$ cat src/rtl/pipe_ctrl_pkg.sv
// Shared definitions for the pipeline stall/flush sequencer.
//   state_e       : sequencer states (2-bit encoding)
//   stall_ctrl_t  : per-stage hold/bubble/flush control bundle
//   CTRL_*        : control bundles for each hazard response
//   NOP_INSTR     : instruction word the pipeline registers load on flush/bubble
package pipe_ctrl_pkg;

  typedef enum logic [1:0] {
    RUN      = 2'd0,
    MD_WAIT  = 2'd1,
    MEM_WAIT = 2'd2
  } state_e;

  typedef struct packed {
    logic pc_stall;
    logic if_id_stall;
    logic if_id_flush;
    logic id_ex_stall;
    logic id_ex_bubble;
    logic ex_mem_stall;
    logic ex_mem_bubble;
    logic mem_wb_bubble;
  } stall_ctrl_t;

  // sll $0,$0,0 -- the canonical MIPS NOP loaded by a flushed/bubbled register
  localparam logic [31:0] NOP_INSTR = 32'h0000_0000;

  // Field order: pc, if_id_stall, if_id_flush, id_ex_stall, id_ex_bubble,
  //              ex_mem_stall, ex_mem_bubble, mem_wb_bubble
  localparam stall_ctrl_t CTRL_NONE     = '{1'b0, 1'b0, 1'b0, 1'b0, 1'b0, 1'b0, 1'b0, 1'b0};
  // Data memory busy: hold everything up to EX/MEM, drain a NOP into WB.
  localparam stall_ctrl_t CTRL_FREEZE   = '{1'b1, 1'b1, 1'b0, 1'b1, 1'b0, 1'b1, 1'b0, 1'b1};
  // Mul/div busy: hold front end and EX, feed NOPs into MEM.
  localparam stall_ctrl_t CTRL_MD       = '{1'b1, 1'b1, 1'b0, 1'b1, 1'b0, 1'b0, 1'b1, 1'b0};
  // Taken branch: kill the two wrong-path instructions in IF/ID and ID.
  localparam stall_ctrl_t CTRL_BRANCH   = '{1'b0, 1'b0, 1'b1, 1'b0, 1'b1, 1'b0, 1'b0, 1'b0};
  // Load-use: hold PC and IF/ID one cycle, insert one bubble into EX.
  localparam stall_ctrl_t CTRL_LOAD_USE = '{1'b1, 1'b1, 1'b0, 1'b0, 1'b1, 1'b0, 1'b0, 1'b0};

endpackage

$ cat src/rtl/stall_cycle_counter.sv
// 32-bit saturating event counter.
//   clk    : clock
//   clr_n  : synchronous active-low clear
//   en     : count this cycle
//   count  : current count, sticks at 32'hFFFF_FFFF
module stall_cycle_counter (
  input  logic        clk,
  input  logic        clr_n,
  input  logic        en,
  output logic [31:0] count
);

  logic [31:0] count_q;
  logic [31:0] count_d;

  always_comb begin
    count_d = count_q;
    if (en && (count_q != 32'hFFFF_FFFF)) begin
      count_d = count_q + 32'd1;
    end
  end

  always_ff @(posedge clk) begin
    if (!clr_n) begin
      count_q <= '0;
    end else begin
      count_q <= count_d;
    end
  end

  assign count = count_q;

endmodule

$ cat src/rtl/pipeline_stall_controller.sv
// Central stall/flush sequencer for the 5-stage MIPS pipeline.
// Merges load-use, taken-branch, mul/div and data-memory-wait hazards into
// per-stage hold/bubble/flush controls; owns the mul/div latency count and
// the memory-wait timeout.
// Parameters: MD_LATENCY (>=1, mul/div cycles), MEM_TIMEOUT (>=1, max wait cycles)
// Ports:
//   clk, rst_n (sync, active-low)
//   load_use, branch_taken, md_start, mem_req, dmem_ready  : hazard inputs
//   pc_stall, if_id_stall, if_id_flush, id_ex_stall, id_ex_bubble,
//   ex_mem_stall, ex_mem_bubble, mem_wb_bubble              : stage controls
//   md_done          : one-cycle mul/div result-valid pulse
//   mem_timeout_err  : sticky memory-wait timeout flag
//   stall_cycles, flush_count : statistics, live only with STALL_STATS_EN defined
module pipeline_stall_controller
  import pipe_ctrl_pkg::*;
#(
  parameter int MD_LATENCY  = 4,
  parameter int MEM_TIMEOUT = 255
) (
  input  logic        clk,
  input  logic        rst_n,
  input  logic        load_use,
  input  logic        branch_taken,
  input  logic        md_start,
  input  logic        mem_req,
  input  logic        dmem_ready,
  output logic        pc_stall,
  output logic        if_id_stall,
  output logic        if_id_flush,
  output logic        id_ex_stall,
  output logic        id_ex_bubble,
  output logic        ex_mem_stall,
  output logic        ex_mem_bubble,
  output logic        mem_wb_bubble,
  output logic        md_done,
  output logic        mem_timeout_err,
  output logic [31:0] stall_cycles,
  output logic [31:0] flush_count
);

  localparam int MD_W      = $clog2(MD_LATENCY + 1);
  localparam int TMO_W     = $clog2(MEM_TIMEOUT + 1);
  localparam int MD_LOAD_I = (MD_LATENCY > 1) ? (MD_LATENCY - 2) : 0;

  localparam logic [MD_W-1:0]  MD_LOAD  = MD_W'(MD_LOAD_I);
  localparam logic [TMO_W-1:0] TMO_LAST = TMO_W'(MEM_TIMEOUT - 1);

  state_e             state_q,   state_d;
  logic [MD_W-1:0]    md_cnt_q,  md_cnt_d;
  logic [TMO_W-1:0]   tmo_cnt_q, tmo_cnt_d;
  logic               md_done_q, md_done_d;
  logic               err_q,     err_d;
  stall_ctrl_t        ctrl;
  stall_ctrl_t        ctrl_out;

  always_comb begin
    state_d   = state_q;
    md_cnt_d  = md_cnt_q;
    tmo_cnt_d = tmo_cnt_q;
    md_done_d = 1'b0;
    err_d     = err_q;
    ctrl      = CTRL_NONE;

    unique case (state_q)
      RUN: begin
        if (mem_req && !dmem_ready) begin
          ctrl      = CTRL_FREEZE;
          state_d   = MEM_WAIT;
          tmo_cnt_d = '0;
        end else if (md_start && !md_done_q) begin
          // md_start is a level; in the md_done cycle EX still holds the
          // finished mul/div, so it must not be issued again.
          ctrl = CTRL_MD;
          if (MD_LATENCY > 1) begin
            state_d  = MD_WAIT;
            md_cnt_d = MD_LOAD;
          end else begin
            md_done_d = 1'b1;
          end
        end else if (branch_taken) begin
          ctrl = CTRL_BRANCH;
        end else if (load_use) begin
          ctrl = CTRL_LOAD_USE;
        end
      end

      MD_WAIT: begin
        ctrl = CTRL_MD;
        if (md_cnt_q == '0) begin
          state_d   = RUN;
          md_done_d = 1'b1;
        end else begin
          md_cnt_d = md_cnt_q - 1'b1;
        end
      end

      MEM_WAIT: begin
        if (dmem_ready || (tmo_cnt_q == TMO_LAST)) begin
          // Release cycle: the frozen EX instruction advances now, so a
          // taken branch held there must flush its wrong-path followers here.
          if (!dmem_ready) begin
            err_d = 1'b1;
          end
          if (branch_taken) begin
            ctrl = CTRL_BRANCH;
          end
          state_d = RUN;
        end else begin
          ctrl = CTRL_FREEZE;
          if (tmo_cnt_q != '1) begin
            tmo_cnt_d = tmo_cnt_q + 1'b1;
          end
        end
      end

      default: begin
        state_d = RUN;
      end
    endcase
  end

  always_ff @(posedge clk) begin
    if (!rst_n) begin
      state_q   <= RUN;
      md_cnt_q  <= '0;
      tmo_cnt_q <= '0;
      md_done_q <= 1'b0;
      err_q     <= 1'b0;
    end else begin
      state_q   <= state_d;
      md_cnt_q  <= md_cnt_d;
      tmo_cnt_q <= tmo_cnt_d;
      md_done_q <= md_done_d;
      err_q     <= err_d;
    end
  end

  // While reset is asserted the pipeline must see no controls at all, even
  // though the hazard inputs may still reflect an in-flight operation.
  assign ctrl_out        = rst_n ? ctrl : CTRL_NONE;
  assign pc_stall        = ctrl_out.pc_stall;
  assign if_id_stall     = ctrl_out.if_id_stall;
  assign if_id_flush     = ctrl_out.if_id_flush;
  assign id_ex_stall     = ctrl_out.id_ex_stall;
  assign id_ex_bubble    = ctrl_out.id_ex_bubble;
  assign ex_mem_stall    = ctrl_out.ex_mem_stall;
  assign ex_mem_bubble   = ctrl_out.ex_mem_bubble;
  assign mem_wb_bubble   = ctrl_out.mem_wb_bubble;
  assign md_done         = rst_n & md_done_q;
  assign mem_timeout_err = rst_n & err_q;

`ifdef STALL_STATS_EN
  stall_cycle_counter u_stall_cnt (
    .clk   (clk),
    .clr_n (rst_n),
    .en    (pc_stall),
    .count (stall_cycles)
  );

  stall_cycle_counter u_flush_cnt (
    .clk   (clk),
    .clr_n (rst_n),
    .en    (if_id_flush),
    .count (flush_count)
  );
`else
  assign stall_cycles = 32'd0;
  assign flush_count  = 32'd0;
`endif

endmodule
$ cat config.mk
export PLATFORM = sky130hd
export DESIGN_NAME = pipeline_stall_controller
export DESIGN_NICKNAME = d
export VERILOG_FILES = /design/src/rtl/pipe_ctrl_pkg.sv /design/src/rtl/stall_cycle_counter.sv /design/src/rtl/pipeline_stall_controller.sv
export SDC_FILE = /design/constraint.sdc
export NUM_CORES = 1
export LEC_CHECK = 0
export ABC_AREA = 1
export BUFFER_PORTS_ARGS = -buffer_cell sky130_fd_sc_hd__buf_2
export CORE_MARGIN = 1
export CORE_UTILIZATION = 47
export CTS_BUF_LIST = sky130_fd_sc_hd__clkbuf_4
export DETAILED_ROUTE_END_ITERATION = 10
export GPL_TIMING_DRIVEN = 0
export PLACE_DENSITY_LB_ADDON = 0.15
export SYNTH_ARGS = -nofsm -noshare
export SYNTH_HDL_FRONTEND = slang
export SYNTH_SLANG_ARGS = --single-unit
$ cat constraint.sdc
create_clock -name clk -period 1.9 [get_ports clk]
set_clock_uncertainty 0.2 [all_clocks]
set_input_delay 0.285 -clock clk [delete_from_list [all_inputs] [get_ports clk]]
set_output_delay 0.285 -clock clk [all_outputs]
set_load 0.02 [all_outputs]
* Word-level counts from Yosys, hierarchy flattened
Cells that the tools add are included.
Word-level totals: logic and storage cells 59, flip-flop bits (word level) 15, input bits 7, output and inout port bits 74
Cells by class: add/subtract/negate cells 2, reduce and logical (&&, ||, !) cells 14, muxes and demuxes 22, eq/ne operators 13, bitwise logic cells 3
Operator list (number):
- $mux W8 | 9
- $pmux W8 S3 | 1
- $ne A2 B2 Y1 const B | 8
- $pmux W8 S2 | 1
- $mux W3 | 3
- $add A8 B1 Y8 const B | 1
- $eq A8 B8 Y1 const B | 1
- $mux W2 | 4
- $ne A8 B8 Y1 const B | 1
- $reduce_and A4 Y1 | 2
- $mux W6 | 1
- $pmux W2 S3 | 1
- $pmux W3 S2 | 1
- $reduce_and A3 Y1 | 2
- $reduce_bool A2 Y1 | 2
- $logic_not A3 Y1 | 1
- $ne A3 B3 Y1 const B | 1
- $sub A3 B1 Y3 const B | 1
- $and A1 B1 Y1 | 2
- $eq A2 B1 Y1 const B | 1
- $eq A2 B2 Y1 const B | 1
- $logic_and A1 B1 Y1 | 2
- $logic_not A1 Y1 | 2
- $logic_not A2 Y1 | 1
- other kinds (4) | 4

* Depth between registers and ports, before layout
Gate-level depths: netlist (run 1).
depth after elaboration 6, depth in mapped cells 11, mapped depth without buffers 11

* Worst setup path after synthesis (run 1)
OpenSTA, ideal clock, no wires.
kind register -> output, from reg tmo_cnt_q[0], to out pc_stall, stages on the path, launching flop included 11, path buffers 1, slack -0.195 ns, arrival time 1.610 ns, data required time 1.415 ns, cells stage by stage dfxtp_1 -> inv_1 -> ha_1 -> inv_1 -> nor2_1 -> nand2_1 -> nand3_1 -> nand2_1 -> inv_1 -> a21oi_1 -> buf_4
On the way: word-level cells in the longest chain between the ends 5
Ends and longest elaborated chain:
- start, declared | line pipeline_stall_controller.sv:50 | logic [TMO_W-1:0] tmo_cnt_q, tmo_cnt_d;
- start signal, assigned | line pipeline_stall_controller.sv:132 | tmo_cnt_q <= tmo_cnt_d;
- $eq A8 B8 Y1 | line pipeline_stall_controller.sv:98 | if (dmem_ready || (tmo_cnt_q == TMO_LAST)) begin
- $logic_or A1 B1 Y1 | line pipeline_stall_controller.sv:98
- $mux W8 | line pipeline_stall_controller.sv:98
- $pmux W8 S3 | line pipeline_stall_controller.sv:64 | unique case (state_q)
- $mux W8 | line pipeline_stall_controller.sv:140 | assign ctrl_out = rst_n ? ctrl : CTRL_NONE;
- end, declared | line pipeline_stall_controller.sv:27 | output logic pc_stall,
No other way between the ends.

* Worst setup path in the final report (run 1)
Ends and elaborated chain as after synthesis.

==> flow_metrics.env, run 1 <==
export IMPL_outcome="finished with violations"
export IMPL_violations="setup timing"
export IMPL_total_power_mw=0.9906
export IMPL_drv_slew=0
export IMPL_layout_drive_gt1_share=0.4112
export IMPL_synthMostInstantiatedCell="buf_4"
export IMPL_whs_path_depth=3
export IMPL_first_iter_violations=29
export IMPL_port_buffers=16
export IMPL_overflow=0
export IMPL_synth_flop_cell="dfxtp_1"
export IMPL_h_tree_depth=1
export IMPL_setup_slack_ns=-0.1723
export IMPL_worst_pin_slew_ns=0.5869
export IMPL_async_reset_ff_frac=0
export IMPL_ys_warnings_count=0
export IMPL_clockBufferDepth=2
export IMPL_cp_max_fo=3
export IMPL_period_minus_slack_ns=2.072
export IMPL_min_delay_start="rst_n"
export IMPL_area_growth_pct=41.61
export IMPL_grt_pass1_wl_um=4347
export IMPL_start_util=0.4934
export IMPL_synth_largest_area_cell="buf_4"
export IMPL_antenna_cells=0
export IMPL_seq_area_frac_synth=0.1993
export IMPL_maxCapViolations=0
export IMPL_vias=1407
export IMPL_leakage_nw=1.210
export IMPL_multiInputGateArea_um2=944.7
export IMPL_relSlewSlack=0.6088
export IMPL_synth_edf_count=0
export IMPL_die_h_um=58.62
export IMPL_crit_required_ns=1.41
export IMPL_powerDensity_mw_per_mm2=464.3
export IMPL_setup_viol=7
export IMPL_clk_latency_ns=0.29
export IMPL_synth_distinct_cells=27
export IMPL_gr_usage_all_layers=0.1662
export IMPL_clk_pin_slew_ns=0.09
export IMPL_hold_viol_final=0
export IMPL_fin_hold_ws_ns=0.06019
export IMPL_endpoint_kind="primary output"
export IMPL_routed_wl_um=2928
export IMPL_nNetsFinal=333
export IMPL_antenna_left=0
export IMPL_critPathLaunchType="register"
export IMPL_cts_root_buf="clkbuf_4"
export IMPL_rr_worst_depth=10
export IMPL_pin_count=81
export IMPL_vias_per_cell=3.855
export IMPL_syn_area_mm2=0.001506
export IMPL_rrSetupSlack_ns=0.14
export IMPL_synthTopCellsByArea="buf_4, dfxtp_1, nand2_1"
export IMPL_rsz0062_at_grt="true"
export IMPL_synth_cells=228
export IMPL_fin_util=0.6988
export IMPL_synth_area_per_cell_um2=6.607
export IMPL_dp_slack_ns=-0.1511
export IMPL_dieArea_mm2=0.003436
export IMPL_critPathKind="register to primary output"
export IMPL_die_w_um=58.62
export IMPL_hp_class="input pin to register"
export IMPL_hold_end="tmo_cnt_q[0]$_SDFFE_PN0P_"
export IMPL_regArea_um2=312.8
export IMPL_drtPass1Iterations=4
export IMPL_synthTopCellsByCount="buf_4, nand2_1, inv_1, nor2_1, nand3_1"
export IMPL_grt_pass1_vias=1042
export IMPL_core_area_mm2=0.003053
export IMPL_avgRoutedWirePerCell_um=8.022
export IMPL_vdd_ir_drop_max_uv=458.5
export IMPL_hpwl_um=2131
export IMPL_clock_sinks=15
export IMPL_drc_errors=0
export IMPL_cts_buffers=3
export IMPL_synth_top_area_frac=0.3289
export IMPL_post_route_period_util=1.091
export IMPL_cp_arrival_ns=1.59
export IMPL_grt_max_degree=11
export IMPL_max_freq_mhz=482.6
export IMPL_r2r_start="tmo_cnt_q[1]$_SDFFE_PN0P_"
export IMPL_num_rows=20
export IMPL_cts_tree="yes"
export IMPL_rr_endpoint="tmo_cnt_q[2]$_SDFFE_PN0P_"
export IMPL_gp_routability_congestion=0.8104
export IMPL_setup_tns_ns=-0.7947
export IMPL_grt_antenna_before_repair=0
export IMPL_fillers=286
export IMPL_ys_ff_latch=15
[registers in the layout, indices dropped and copies added (netlist names)]
signal and count:
tmo_cnt_q 8, state_q 2, err_q 1, md_cnt_q 3
md_done_q 1
[what timing repair did]
item                                    in CTS  in global routing
endpoints found under the hold margin        1                  0
hold buffers                                 1                  0
pin swaps                                    7                  6
endpoints found under the setup margin       8                  9
buffers inserted                             7                  2
gates resized for setup                     30                 16
[metal layers]
metal	share of wire	wire length (um)	vias up	track usage
li1	-	-	769	-
met1	0.39	1132	588	0.1867
met2	0.54	1577	48	0.3087
met3	0.066	194	2	0.03297
met4	0.0082	24	0	0.06122
met5	0	0	-	0
[critical path, stage by stage, from the launching register on]
cell     delay (ns)
dfxtp_2        0.34
inv_2          0.05
ha_4           0.16
inv_4          0.06
nor2_4         0.03
nand2_4        0.09
nand3_4        0.09
nand2_2        0.08
inv_2          0.05
a21oi_2        0.12
buf_4          0.12
buf_6          0.10
[report_power, final]
group | leakage (nW) | internal, mW | total (mW) | switching [mW]
combinational | 1.07 | 0.183 | 0.456 | 0.273
clock | 0.0177 | 0.0784 | 0.190 | 0.111
sequential | 0.125 | 0.328 | 0.345 | 0.0171
total | 1.21 | 0.589 | 0.991 | 0.402
[cells by family (layout without fill, tap and decap cells)]
kind of cell | after synthesis | count (layout) | synth area share
xor gates and xnor gates | 1 | 1 | 0.005815
adders and majority gates | 4 | 4 | 0.03322
AOI/OAI and AO/OA | 21 | 21 | 0.07724
DFF | 15 | 15 | 0.1993
buffers and inverters | 94 | 124 | 0.4028
other | 1 | 64 | 0.002489
and+or+nand+nor | 92 | 92 | 0.2791
[cells in the final DEF (no fill, tap or decap), types with 4 or more instances in the layout]
master / Yosys / layout
nand2_4: 1 / 4
nand3_1: 17 / 15
nand2_2: 4 / 4
nor2_4: 0 / 5
a21oi_1: 12 / 9
nand2_1: 40 / 37
buf_4: 66 / 78
dfxtp_2: 0 / 4
inv_2: 2 / 4
dfxtp_1: 15 / 9
nor2_1: 23 / 17
conb_1: 1 / 64
buf_2: 1 / 11
inv_1: 23 / 20
[final cells by class]
type	count	share of cell area
plain buffers	68	0.2364
clock buffers	3	0.01056
clock inverters	1	0.002346
inverters	26	0.04927
multi-input cells	182	0.4428
flip-flops and latches	15	0.1466
well taps	44	0.02581
repair buffers	26	0.08622
[worst max-delay path by stage]
| stage | from | end | slack, ns | cells after the start |
|---|---|---|---|---|
| 2_1_floorplan | tmo_cnt_q[0]$_SDFFE_PN0P_ | pc_stall | -0.08 | 10 |
| 3_3_place_gp | tmo_cnt_q[0]$_SDFFE_PN0P_ | pc_stall | -0.14 | 11 |
| 3_5_place_dp | tmo_cnt_q[0]$_SDFFE_PN0P_ | pc_stall | -0.15 | 11 |
| 4_1_cts | tmo_cnt_q[0]$_SDFFE_PN0P_ | pc_stall | -0.17 | 11 |
| 5_1_grt | tmo_cnt_q[0]$_SDFFE_PN0P_ | pc_stall | -0.26 | 11 |
| 6_report | tmo_cnt_q[0]$_SDFFE_PN0P_ | pc_stall | -0.17 | 11 |
[per-stage QoR]
stage / cell area [um^2] / instances
2_1_floorplan: 1755 / 291
3_3_place_gp: 1891 / 351
3_5_place_dp: 1891 / 351
4_1_cts: 2063 / 363
5_1_grt: 2133 / 365
6_report: 2133 / 365
No activity file was read; power rests on OpenSTA's default activity.
==> run 2: changes to the inputs <==
SKIP_LAST_GASP = 1   (was default)
==> run 2 against run 1 <==
Effect of this change:
- the run still ends with setup timing left
- critical endpoint unchanged
- sequential share of layout area increased by 0.095 points
- final cell count is the same
- non-clock buffer count unchanged
- fmax is 0.15% higher
- total power fell by 0.52%
- hold slack worse by 0.0028 ns
- setup slack better by 0.0030 ns
- cell area fell by 0.65%
- combinational power decreased by 0.9%
- register-to-register slack barely moved
- flip-flop and latch count did not move
- wire length down 0.79%
==> flow_metrics.env, run 2 (same netlist as run 1, synthesis figures left out) <==
export IMPL_violations="setup timing"
export IMPL_pin_count=81
export IMPL_dieArea_mm2=0.003436
export IMPL_num_rows=20
export IMPL_regMostFlops="tmo_cnt_q"
export IMPL_p_int_mw=0.5856
export IMPL_hp_class="input pin to register"
export IMPL_cp_max_fo=3
export IMPL_clkPwrFrac=0.193
export IMPL_layout_drive_gt1_share=0.4112
export IMPL_rr_worst_depth=10
export IMPL_top_regs="tmo_cnt_q x8, md_cnt_q x3, state_q x2"
export IMPL_drc_errors=0
export IMPL_grt_antenna_before_repair=0
export IMPL_drv_slew=0
export IMPL_routed_wl_um=2905
export IMPL_min_delay_start="rst_n"
export IMPL_relSlewSlack=0.6095
export IMPL_total_power_mw=0.9854
export IMPL_cts_root_buf="clkbuf_4"
export IMPL_die_h_um=58.62
export IMPL_maxCapViolations=0
export IMPL_vias_per_cell=3.866
export IMPL_crit_required_ns=1.41
export IMPL_worst_pin_slew_ns=0.5858
export IMPL_clk_latency_ns=0.29
export IMPL_die_w_um=58.62
export IMPL_critPathKind="register to primary output"
export IMPL_start_util=0.4934
export IMPL_endpoint_kind="primary output"
export IMPL_rsz0062_at_grt="true"
export IMPL_overflow=0
export IMPL_dp_slack_ns=-0.1511
export IMPL_gp_routability_congestion=0.8104
export IMPL_p_comb_frac=0.459
export IMPL_nNetsFinal=333
export IMPL_p_switching_mw=0.3998
export IMPL_critPathLaunchType="register"
export IMPL_cts_tree="yes"
export IMPL_fin_util=0.6943
export IMPL_post_route_period_util=1.089
export IMPL_clockBufferDepth=2
export IMPL_final_design_area_no_fill_mm2=0.002120
export IMPL_vdd_ir_drop_max_uv=416.4
export IMPL_seqPwrFrac=0.348
export IMPL_r2r_start="tmo_cnt_q[1]$_SDFFE_PN0P_"
export IMPL_grt_pass1_vias=1042
export IMPL_period_minus_slack_ns=2.069
export IMPL_fillers=289
export IMPL_area_growth_pct=40.70
export IMPL_antenna_left=0
export IMPL_critPathLaunch="tmo_cnt_q[0]$_SDFFE_PN0P_"
export IMPL_largest_register_ffs=8
export IMPL_setup_slack_ns=-0.1693
export IMPL_grt_pass1_wl_um=4347
export IMPL_leakage_nw=1.208
export IMPL_final_common_cell="buf_4"
export IMPL_port_buffers=16
export IMPL_setup_viol=7
export IMPL_hold_viol_final=0
export IMPL_gr_usage_all_layers=0.1662
export IMPL_cts_buffers=3
export IMPL_h_tree_depth=1
export IMPL_placed_cell_area_mm2=0.001891
export IMPL_drtPass1Iterations=4
export IMPL_hpwl_um=2131
export IMPL_avgRoutedWirePerCell_um=7.959
export IMPL_cp_arrival_ns=1.58
export IMPL_clock_sinks=15
export IMPL_clk_pin_slew_ns=0.10
export IMPL_vias=1411
export IMPL_core_area_mm2=0.003053
export IMPL_whs_path_depth=3
export IMPL_outcome="finished with violations"
export IMPL_grt_max_degree=11
export IMPL_max_freq_mhz=483.3
export IMPL_fin_hold_ws_ns=0.05740
export IMPL_antenna_cells=0
export IMPL_layout_common_cells="buf_4, conb_1, nand2_1"
export IMPL_sw_frac_of_total=0.4057
export IMPL_powerDensity_mw_per_mm2=464.9
export IMPL_first_iter_violations=31
## run 2: cell counts in the layout (fill, tap and decap cells not counted)
Identical to the previous run, type by type.
## run 2: power groups by stage
stage	clock, mW	combinational [mW]	sequential, mW
after detailed placement	0	0.408	0.348
final	0.190	0.452	0.343
after CTS	0.199	0.436	0.342
after floorplan	0	0.362	0.346
after global placement	0	0.407	0.348
after global routing	0.213	0.489	0.346
## run 2: path summary, 6_finish.rpt
check	endpoint	slack, ns
max reg2reg	tmo_cnt_q[2]$_SDFFE_PN0P_	0.14
min	tmo_cnt_q[0]$_SDFFE_PN0P_	0.06
min reg2reg	err_q$_SDFFE_PN0P_	0.25
max	pc_stall	-0.17
## run 2: worst max-delay path, cell delays in order (launching register included)
cell	delay, ns
dfxtp_2	0.34
inv_2	0.05
ha_4	0.16
inv_4	0.06
nor2_4	0.03
nand2_4	0.09
nand3_4	0.09
nand2_2	0.08
inv_2	0.04
a21oi_2	0.12
buf_4	0.12
buf_6	0.10
## run 2: layout make-up
cell class / instances / area [um^2] / area share
Buffer: 68 / 504.2 / 0.2379
Clock buffer: 3 / 22.52 / 0.01063
Clock inverter: 1 / 5.005 / 0.002361
Inverter: 26 / 105.1 / 0.04959
Multi-Input combinational cell: 182 / 939.7 / 0.4433
Sequential cell: 15 / 312.8 / 0.1476
Tap cell: 44 / 55.05 / 0.02597
Timing Repair Buffer: 26 / 175.2 / 0.08264
## run 2: per-stage QoR
step	TNS [ns]	cells
floorplan	-0.07778	291
global placement	-0.2284	351
detailed placement	-0.2880	351
CTS	-0.8047	363
global route	-1.365	365
finish	-0.8305	365
## run 2: metal layers
metal / global-route usage / wire length (um) / part of all wire / vias to the layer above
met4: 0.06122 / 24 / 0.0083 / 0
met3: 0.03297 / 196 / 0.067 / 2
met5: 0 / 0 / 0 / -
met1: 0.1867 / 1153 / 0.40 / 591
met2: 0.3087 / 1531 / 0.53 / 49
li1: - / - / - / 769
## run 2: what timing repair did
| item | in CTS | in global routing |
|---|---|---|
| hold buffers | 1 | 0 |
| setup endpoints to repair | 8 | 9 |
| endpoints found under the hold margin | 1 | 0 |
| pin swaps | 7 | 6 |
| resized for setup | 28 | 14 |
| buffers inserted | 7 | 2 |
